<file path="src/rtl/instruction_fetch.sv">
//==============================================================================
// Module      : instruction_fetch
// Description : Fetch sequencer between the instruction pointer, instruction
//               memory and decode. Issues one read per instruction, detects
//               16-bit (compressed) vs 32-bit encodings, tells the pointer how
//               far to advance, and presents the result on a valid/ready port.
// Revision    : 1.0 - initial release
//==============================================================================
`default_nettype none

module instruction_fetch (
  input  logic        i_Clock,
  input  logic        i_Reset,
  input  logic [31:0] i_Address,
  output logic        o_Stride,
  output logic        o_Stall,
  output logic        o_MemRequest,
  output logic [31:0] o_MemAddress,
  input  logic        i_MemValid,
  input  logic [31:0] i_MemData,
  output logic        o_Valid,
  input  logic        i_Ready,
  output logic [31:0] o_Instruction,
  output logic [31:0] o_ProgramCounter,
  output logic        o_Compressed,
  input  logic        i_Flush,
  output logic        o_Fault,
  output logic [15:0] o_FetchCount
);

  typedef enum logic [2:0] {
    IDLE  = 3'd0,
    REQ   = 3'd1,
    WAIT  = 3'd2,
    HOLD  = 3'd3,
    DRAIN = 3'd4,
    FAULT = 3'd5
  } state_t;

  state_t      r_State;
  state_t      w_NextState;
  logic        w_Capture;
  logic        w_Handshake;
  logic        w_Release;
  logic        w_Misaligned;
  logic        w_IsCompressed;
  logic        r_Valid;
  logic        r_Compressed;
  logic        r_Fault;
  logic [31:0] r_Instruction;
  logic [31:0] r_ProgramCounter;
  logic [15:0] r_FetchCount;

  // Any encoding whose low two bits are not 2'b11 is a 16-bit instruction.
  assign w_IsCompressed = (i_MemData[1:0] != 2'b11);

  // Next-state decode plus the combinational strobes to pointer and memory.
  always_comb begin
    w_NextState  = r_State;
    o_MemRequest = 1'b0;
    o_MemAddress = 32'h0;
    o_Stall      = 1'b1;
    o_Stride     = 1'b0;
    w_Capture    = 1'b0;
    w_Handshake  = 1'b0;
    w_Release    = 1'b0;
    w_Misaligned = 1'b0;
    case (r_State)
      IDLE: w_NextState = REQ;
      REQ: begin
        // A flush means the pointer is being reloaded this cycle, so the
        // address seen now is stale; wait one cycle and sample again.
        if (i_Flush) begin
          w_NextState = REQ;
        end else if (i_Address[0]) begin
          w_Misaligned = 1'b1;
          w_NextState  = FAULT;
        end else begin
          o_MemRequest = 1'b1;
          o_MemAddress = i_Address;
          w_NextState  = WAIT;
        end
      end
      WAIT: begin
        if (i_Flush) begin
          // A response in the flush cycle is dropped on the spot; otherwise
          // the in-flight response must still be absorbed in DRAIN.
          w_NextState = i_MemValid ? REQ : DRAIN;
        end else if (i_MemValid) begin
          w_Capture   = 1'b1;
          o_Stall     = 1'b0;
          o_Stride    = ~w_IsCompressed;
          w_NextState = HOLD;
        end
      end
      DRAIN: begin
        if (i_MemValid) begin
          w_NextState = REQ;
        end
      end
      HOLD: begin
        if (i_Flush) begin
          w_Release   = 1'b1;
          w_NextState = REQ;
        end else if (i_Ready) begin
          w_Release   = 1'b1;
          w_Handshake = 1'b1;
          w_NextState = REQ;
        end
      end
      FAULT: begin
        if (i_Flush) begin
          w_NextState = REQ;
        end
      end
      default: w_NextState = IDLE;
    endcase
  end

  // State register.
  always_ff @(posedge i_Clock) begin
    if (i_Reset) begin
      r_State <= IDLE;
    end else begin
      r_State <= w_NextState;
    end
  end

  // Output payload, sticky fault flag and delivered-instruction counter.
  always_ff @(posedge i_Clock) begin
    if (i_Reset) begin
      r_Valid          <= 1'b0;
      r_Compressed     <= 1'b0;
      r_Fault          <= 1'b0;
      r_Instruction    <= 32'h0;
      r_ProgramCounter <= 32'h0;
      r_FetchCount     <= 16'h0;
    end else begin
      if (o_MemRequest) begin
        r_ProgramCounter <= i_Address;
      end
      if (w_Capture) begin
        r_Valid       <= 1'b1;
        r_Compressed  <= w_IsCompressed;
        r_Instruction <= w_IsCompressed ? {16'h0, i_MemData[15:0]} : i_MemData;
      end else if (w_Release) begin
        r_Valid <= 1'b0;
      end
      if (w_Handshake) begin
        r_FetchCount <= r_FetchCount + 16'd1;
      end
      if (w_Misaligned) begin
        r_Fault <= 1'b1;
      end else if (r_State == FAULT && i_Flush) begin
        r_Fault <= 1'b0;
      end
    end
  end

  assign o_Valid          = r_Valid;
  assign o_Compressed     = r_Compressed;
  assign o_Fault          = r_Fault;
  assign o_Instruction    = r_Instruction;
  assign o_ProgramCounter = r_ProgramCounter;
  assign o_FetchCount     = r_FetchCount;

endmodule

`default_nettype wire

</file>
<file path="config.mk">
export PLATFORM = sky130hd
export DESIGN_NAME = instruction_fetch
export DESIGN_NICKNAME = d
export VERILOG_FILES = /design/src/rtl/instruction_fetch.sv
export SDC_FILE = /design/constraint.sdc
export NUM_CORES = 1
export LEC_CHECK = 0
export BUFFER_PORTS_ARGS = -buffer_cell sky130_fd_sc_hd__buf_2
export CAP_MARGIN = 10
export CORE_AREA = 3 3 109 111
export DETAILED_ROUTE_END_ITERATION = 12
export DIE_AREA = 0 0 112 114
export HOLD_SLACK_MARGIN = 0.06
export PLACE_DENSITY = 0.67
export SYNTH_ARGS = -nofsm -noshare
export SYNTH_HDL_FRONTEND = slang
export SYNTH_SLANG_ARGS = --single-unit
</file>
<file path="constraint.sdc">
create_clock -name i_Clock -period 1.88 [get_ports i_Clock]
set_input_delay 0.376 -clock i_Clock [delete_from_list [all_inputs] [get_ports i_Clock]]
set_output_delay 0.376 -clock i_Clock [all_outputs]
set_load 0.01 [all_outputs]
</file>
==> metrics.cfg, run 1 <==
[status]
status=finished, violations left
violations=setup timing

[worst_setup_path]
arrival_ps=1910
crit_type=flip-flop to primary output
worstSetupEndpointType=primary output
reg2reg_slack_ps=-170
worstPathRequired_ps=1500
endpoint=o_MemAddress[28]
cp-start-kind=flip-flop
cp_max_fo=8
r2r_end=o_FetchCount[13]$_SDFFE_PP0P_
startpoint=r_State[2]$_SDFFE_PP0P_
worstRegToRegCells=6
timing.rr.start=r_State[2]$_SDFFE_PP0P_

[sta]
setup_violations=42
tns_ps=-11900
finalCritPeriodShare_pct=121
post-route-min-period_ps=2280
slew_viol_final=0
hold_violations=0
fmax_ghz=0.438
rsz0062_at_grt=true
clock_skew_ps=11.2
setup_ws_ps=-404

[job]
drv_cap=0

[finish]
diodes=0
utilization_pct=54.0
final_common_cell=buf_2
nets=759
area_delta_synth_final_pct=73.0
layout-drive-gt1-share_pct=54.6
layout_common_cells=154 x buf_2, 83 x dfxtp_1, 83 x buf_4, 71 x nand2_1, 52 x a21oi_1
fin_area_sq_um=5880

[detailed_routing]
dr_total_vias=3980
routed_wl_mm=12.0
drc_errors=0
drt_iter0_markers=242
drt_first_pass_iters=4
antenna_left=0
wl_per_cell_microns=14.3
avgViaCountPerCell=4.77

[synth]
synth_edf_count=0
post_synth.cell_area_avg_sq_um=7.89
synthesis.area_sq_um=3400
synth.yosys.seq_area_share_pct=50.6
synthDistinctLibCells=36
synth_ff_type=dfxtp_1
ys_ff_latch=86
synth_async_sr_flop_share_pct=0
yosys_warnings=0
synthCells=431
syn_nets=501

[pwr]
p_leak_uw=0.00299
power.switching_uw=965
p_comb_share_pct=13.9
pwr-share-clk_pct=35.9
p_per_area_nw_per_um2=635
p_int_uw=2770
power_frac_seq_pct=50.2
vdd_drop_max_v=0.000435
switching_share_pct=25.8

[placed_design]
postPlaceCellArea_sq_um=4810
gp_congestion=0.967
portBuffers=185
dp_hpwl_mm=7.40

[grt]
grt_pass1_vias=3666
grt_first_pass_wirelength_mm=17.1
grt_overflow=0
grt.total_usage_pct=16.2
grt_max_degree=54
antenna_found_initial=0

[clock_tree]
cts_root_buffer=clkbuf_8
cts_tree=done
cts.sinks=86
htree_num_levels=3
clkLatencyLatePin_ps=350
clkTransAtPathRegs_ps=90
clockBufferDepth=2
cts_buffers=9

[floorplan]
dieArea_sq_um=12800
fp.dieH_microns=114
row_count=38
die_width_microns=112
initial_core_util_pct=31.2
core_sq_um=10900
ios=187

[worst_hold_path]
hp-class=primary input to flip-flop

sequential cells by signal, indices dropped and copies added, names as in the netlist:
signal and flops:
o_Compressed 1, o_ProgramCounter 32, o_Valid 1, o_Fault 1, o_Instruction 32, r_State 3, o_FetchCount 16
final cells by class:
cell class | count | area [sq um]
Multi-Input combinational cell | 276 | 1690
Sequential cell | 86 | 1730
Clock inverter | 6 | 67.6
Clock buffer | 10 | 138
Tap cell | 140 | 175
Inverter | 38 | 160
Fill cell | 966 | 5010
Timing Repair Buffer | 278 | 1930
power groups by stage:
stage | clock network (uW) | logic [uW] | registers (uW)
floorplan | 0 | 152 | 1930
global placement | 0 | 358 | 1910
detailed placement | 0 | 365 | 1910
CTS | 1390 | 430 | 1870
global route | 1460 | 557 | 1880
finish | 1340 | 518 | 1870
critical path, stage by stage (launching register included):
cell and delay, ps:
dfxtp_2 330, nand2b_4 140, or4_4 560, clkinv_8 110, clkbuf_16 190, nand2_4 70, inv_2 60, buf_6 100
cell families after synthesis:
logic type | synth area share, %
adders and majority gates | 0.368
DFF | 50.6
other | 0.110
muxes | 0.294
AOI/OAI and AO/OA | 14.9
xor gates and xnor gates | 2.06
buffers and inverters | 8.06
and+or+nand+nor | 23.5
cell usage after synthesis, types with 2 or more instances:
cell      instances  area, sq um
nor3b_1           4         30.0
or4_1             4         30.0
clkbuf_1         21         78.8
inv_1            36          135
dfxtp_1          86         1720
xnor2_1           5         43.8
a21oi_1          59          295
nand3_1           9         45.0
o21ai_0           9         45.0
nand4_1           4         25.0
xor2_1            3         26.3
o31ai_1           2         15.0
nor3_1            5         25.0
and4_1            2         17.5
buf_2             9         45.0
nor2b_1           3         18.8
or3_1             5         31.3
and3_1            2         12.5
nor2_1           28          105
a22oi_1          17          128
nand2_1         102          383
nor4b_1           2         17.5
how the worst min path moves through the flow:
stage                                                 start                                end  cells after the start
after floorplan               o_Instruction[0]$_SDFFE_PP0P_      o_Instruction[0]$_SDFFE_PP0P_                      2
after detailed placement  o_ProgramCounter[29]$_SDFFE_PP0P_  o_ProgramCounter[29]$_SDFFE_PP0P_                      2
after global routing                          i_MemData[28]     o_Instruction[28]$_SDFFE_PP0P_                      3
after global placement    o_ProgramCounter[31]$_SDFFE_PP0P_  o_ProgramCounter[31]$_SDFFE_PP0P_                      2
final                                          i_MemData[4]      o_Instruction[4]$_SDFFE_PP0P_                      3
after CTS                                      i_MemData[2]      o_Instruction[2]$_SDFFE_PP0P_                      3
stage by stage:
| step | setup WS (ps) | hold slack, ps | cells | power, uW |
|---|---|---|---|---|
| after floorplan | -13.7 | 481 | 431 | 2080 |
| after global placement | -79.9 | 439 | 777 | 2270 |
| after detailed placement | -95.5 | 443 | 777 | 2280 |
| after CTS | -355 | 234 | 809 | 3690 |
| after global routing | -465 | 238 | 834 | 3890 |
| final | -404 | 251 | 834 | 3730 |
routing by layer:
layer	global-route usage, %	vias up	wire (microns)
met5	0	-	0
met4	4.97	0	223
met3	5.31	21	848
met2	30.7	151	6320
met1	17.1	1883	4570
li1	-	1925	-
repair_timing:
action,CTS,global route
gates resized for setup,46,103
buffers inserted,14,25
pin swaps,4,33
gates cloned,2,2
setup endpoints to repair,35,38
hold buffers,0,0
(Power assumes the default switching activity.)
==> inputs of run 2 (changes only) <==
TNS_END_PERCENT = 1   (was not set)
==> metrics.cfg, run 2 (synthesis gave the netlist of run 1 again) <==
[floorplan]
row_count=38  ; unchanged
fp.dieH_microns=114  ; unchanged
dieArea_sq_um=12800  ; unchanged
ios=187  ; unchanged
initial_core_util_pct=31.2  ; unchanged
core_sq_um=10900  ; unchanged
die_width_microns=112  ; unchanged

[detailed_routing]
drc_errors=0  ; unchanged
drt_iter0_markers=185  ; -24%
antenna_left=0  ; unchanged
routed_wl_mm=10.2  ; -15%
dr_total_vias=3672  ; -7.7%
avgViaCountPerCell=4.64  ; -2.8%
wl_per_cell_microns=12.9  ; -10%
drt_first_pass_iters=5  ; +1

[worst_setup_path]
reg2reg_slack_ps=50  ; +220 ps
endpoint=o_MemAddress[30]
worstPathRequired_ps=1500  ; about the same
cp_max_fo=8  ; unchanged
timing.rr.start=r_State[2]$_SDFFE_PP0P_
critPathTopFamily=simple AND/OR/NAND/NOR gates
crit_type=flip-flop to primary output
startpoint=r_State[1]$_SDFFE_PP0P_
cp-start-kind=flip-flop
r2r_end=o_FetchCount[13]$_SDFFE_PP0P_
worstRegToRegCells=4  ; -2
arrival_ps=1810  ; -100 ps
slowest_stage=or4_4
crit_chain=or4_4 -> inv_8 -> clkbuf_16 -> nand2_2 -> inv_1 -> buf_2
crit_cells=6  ; -1
path_buf_inv=4  ; unchanged
worstSetupEndpointType=primary output
max_stage_delay_ps=580  ; +20 ps

[finish]
diodes=0  ; unchanged
area_delta_synth_final_pct=50.5
layout_common_cells=183 x buf_2, 85 x nand2_1, 83 x dfxtp_1, 59 x a21oi_1, 48 x buf_4
layout-drive-gt1-share_pct=43.4  ; -11 points
nets=717  ; -5.5%
final_common_cell=buf_2

[clock_tree]
clkLatencyLatePin_ps=350  ; about the same
cts.sinks=86  ; unchanged
clkTransAtPathRegs_ps=90  ; about the same
cts_buffers=9  ; unchanged
cts_tree=done
htree_num_levels=3  ; unchanged
cts_root_buffer=clkbuf_8
clockBufferDepth=2  ; unchanged

[pwr]
switching_share_pct=24.3  ; -1.5 points
power_uw=3610  ; -3.4%
pwr-share-clk_pct=37.4  ; +1.5 points
power_frac_seq_pct=52.0  ; +1.8 points
p_leak_uw=0.00261  ; -13%
power.switching_uw=878  ; -9.0%
p_per_area_nw_per_um2=705  ; +11%
p_comb_share_pct=10.7  ; -3.2 points
vdd_drop_max_v=0.000438  ; +0.72%
p_int_uw=2730  ; -1.4%

[sta]
setup_ws_ps=-308  ; +95.9 ps
setup_violations=34  ; -19%
max-slew-margin-rel_pct=66.5
slew_viol_final=0  ; unchanged
tightest_slew_ps=503
tns_ps=-9280  ; +2630 ps
post-route-min-period_ps=2190  ; -95.9 ps
clock_skew_ps=9.48  ; -1.74 ps
finalCritPeriodShare_pct=116  ; -5.1 points
fmax_ghz=0.457  ; +4.4%
rsz0062_at_grt=true
hold_violations=0  ; unchanged

[worst_hold_path]
worstHoldStart=i_MemData[9]
hp-class=primary input to flip-flop

[grt]
grt_max_degree=49  ; -9.3%
grt_overflow=0  ; unchanged
antenna_found_initial=0  ; unchanged
grt.total_usage_pct=15.3  ; -0.90 points
grt_pass1_vias=3591  ; -2.0%
grt_first_pass_wirelength_mm=16.2  ; -5.3%

[status]
violations=setup timing
status=finished, violations left

[placed_design]
dp_hpwl_mm=7.53  ; +1.8%
gp_congestion=0.934  ; -3.4%
portBuffers=185  ; unchanged

[job]
drv_cap=0  ; unchanged

run 2: worst min-delay path by stage:
| stage | end | cells past startpoint |
|---|---|---|
| after global placement | o_Instruction[14]$_SDFFE_PP0P_ | 2 |
| after detailed placement | o_Instruction[12]$_SDFFE_PP0P_ | 2 |
| after CTS | o_Instruction[10]$_SDFFE_PP0P_ | 3 |
| after global routing | o_Instruction[4]$_SDFFE_PP0P_ | 3 |
| after floorplan | o_Instruction[0]$_SDFFE_PP0P_ | 2 |
| final | o_Instruction[9]$_SDFFE_PP0P_ | 3 |
run 2: layer usage:
layer  global-route usage (%)  wire length [microns]
met2                     27.7                   5230
met5                        0                      0
met4                     6.25                    151
met3                     4.40                    821
met1                     17.0                   3980
run 2: worst register-to-register path, stage by stage (launching register included):
cell and delay (ps):
dfxtp_2 340, nand4bb_4 220, or4_4 570, or4_1 490, a21oi_1 140
run 2: timing repair:
action | in CTS | in global routing
gates resized for setup | 11 | 24
pin swaps | 0 | 1
endpoints found under the hold margin | 0 | 0
setup buffers | 0 | 0
setup endpoints to repair | 42 | 36
cloned | 1 | 1
hold buffers | 0 | 0
run 2: final cells by class:
cell class | instances | area [sq um]
Sequential cell | 86 | 1730
Timing Repair Buffer | 236 | 1370
Multi-Input combinational cell | 276 | 1480
Clock buffer | 12 | 155
Fill cell | 1063 | 5770
Clock inverter | 4 | 53.8
Inverter | 38 | 150
Tap cell | 140 | 175
run 2: metrics by stage:
step	hold WS [ps]	worst slack, ps	utilization, %	std cells	area, sq um
2_1_floorplan	481	-36.9	-	431	3430
3_3_place_gp	440	-87.3	43.7	774	4760
3_5_place_dp	444	-109	43.7	774	4760
4_1_cts	231	-352	46.2	791	5030
5_1_grt	252	-417	47.0	792	5120
6_report	257	-308	47.0	792	5120
run 2: power by group through the flow:
stage	registers, uW	clock network (uW)	logic [uW]
final	1870	1350	385
after global routing	1880	1470	426
after CTS	1880	1410	370
after detailed placement	1920	0	352
after global placement	1920	0	347
after floorplan	1930	0	150
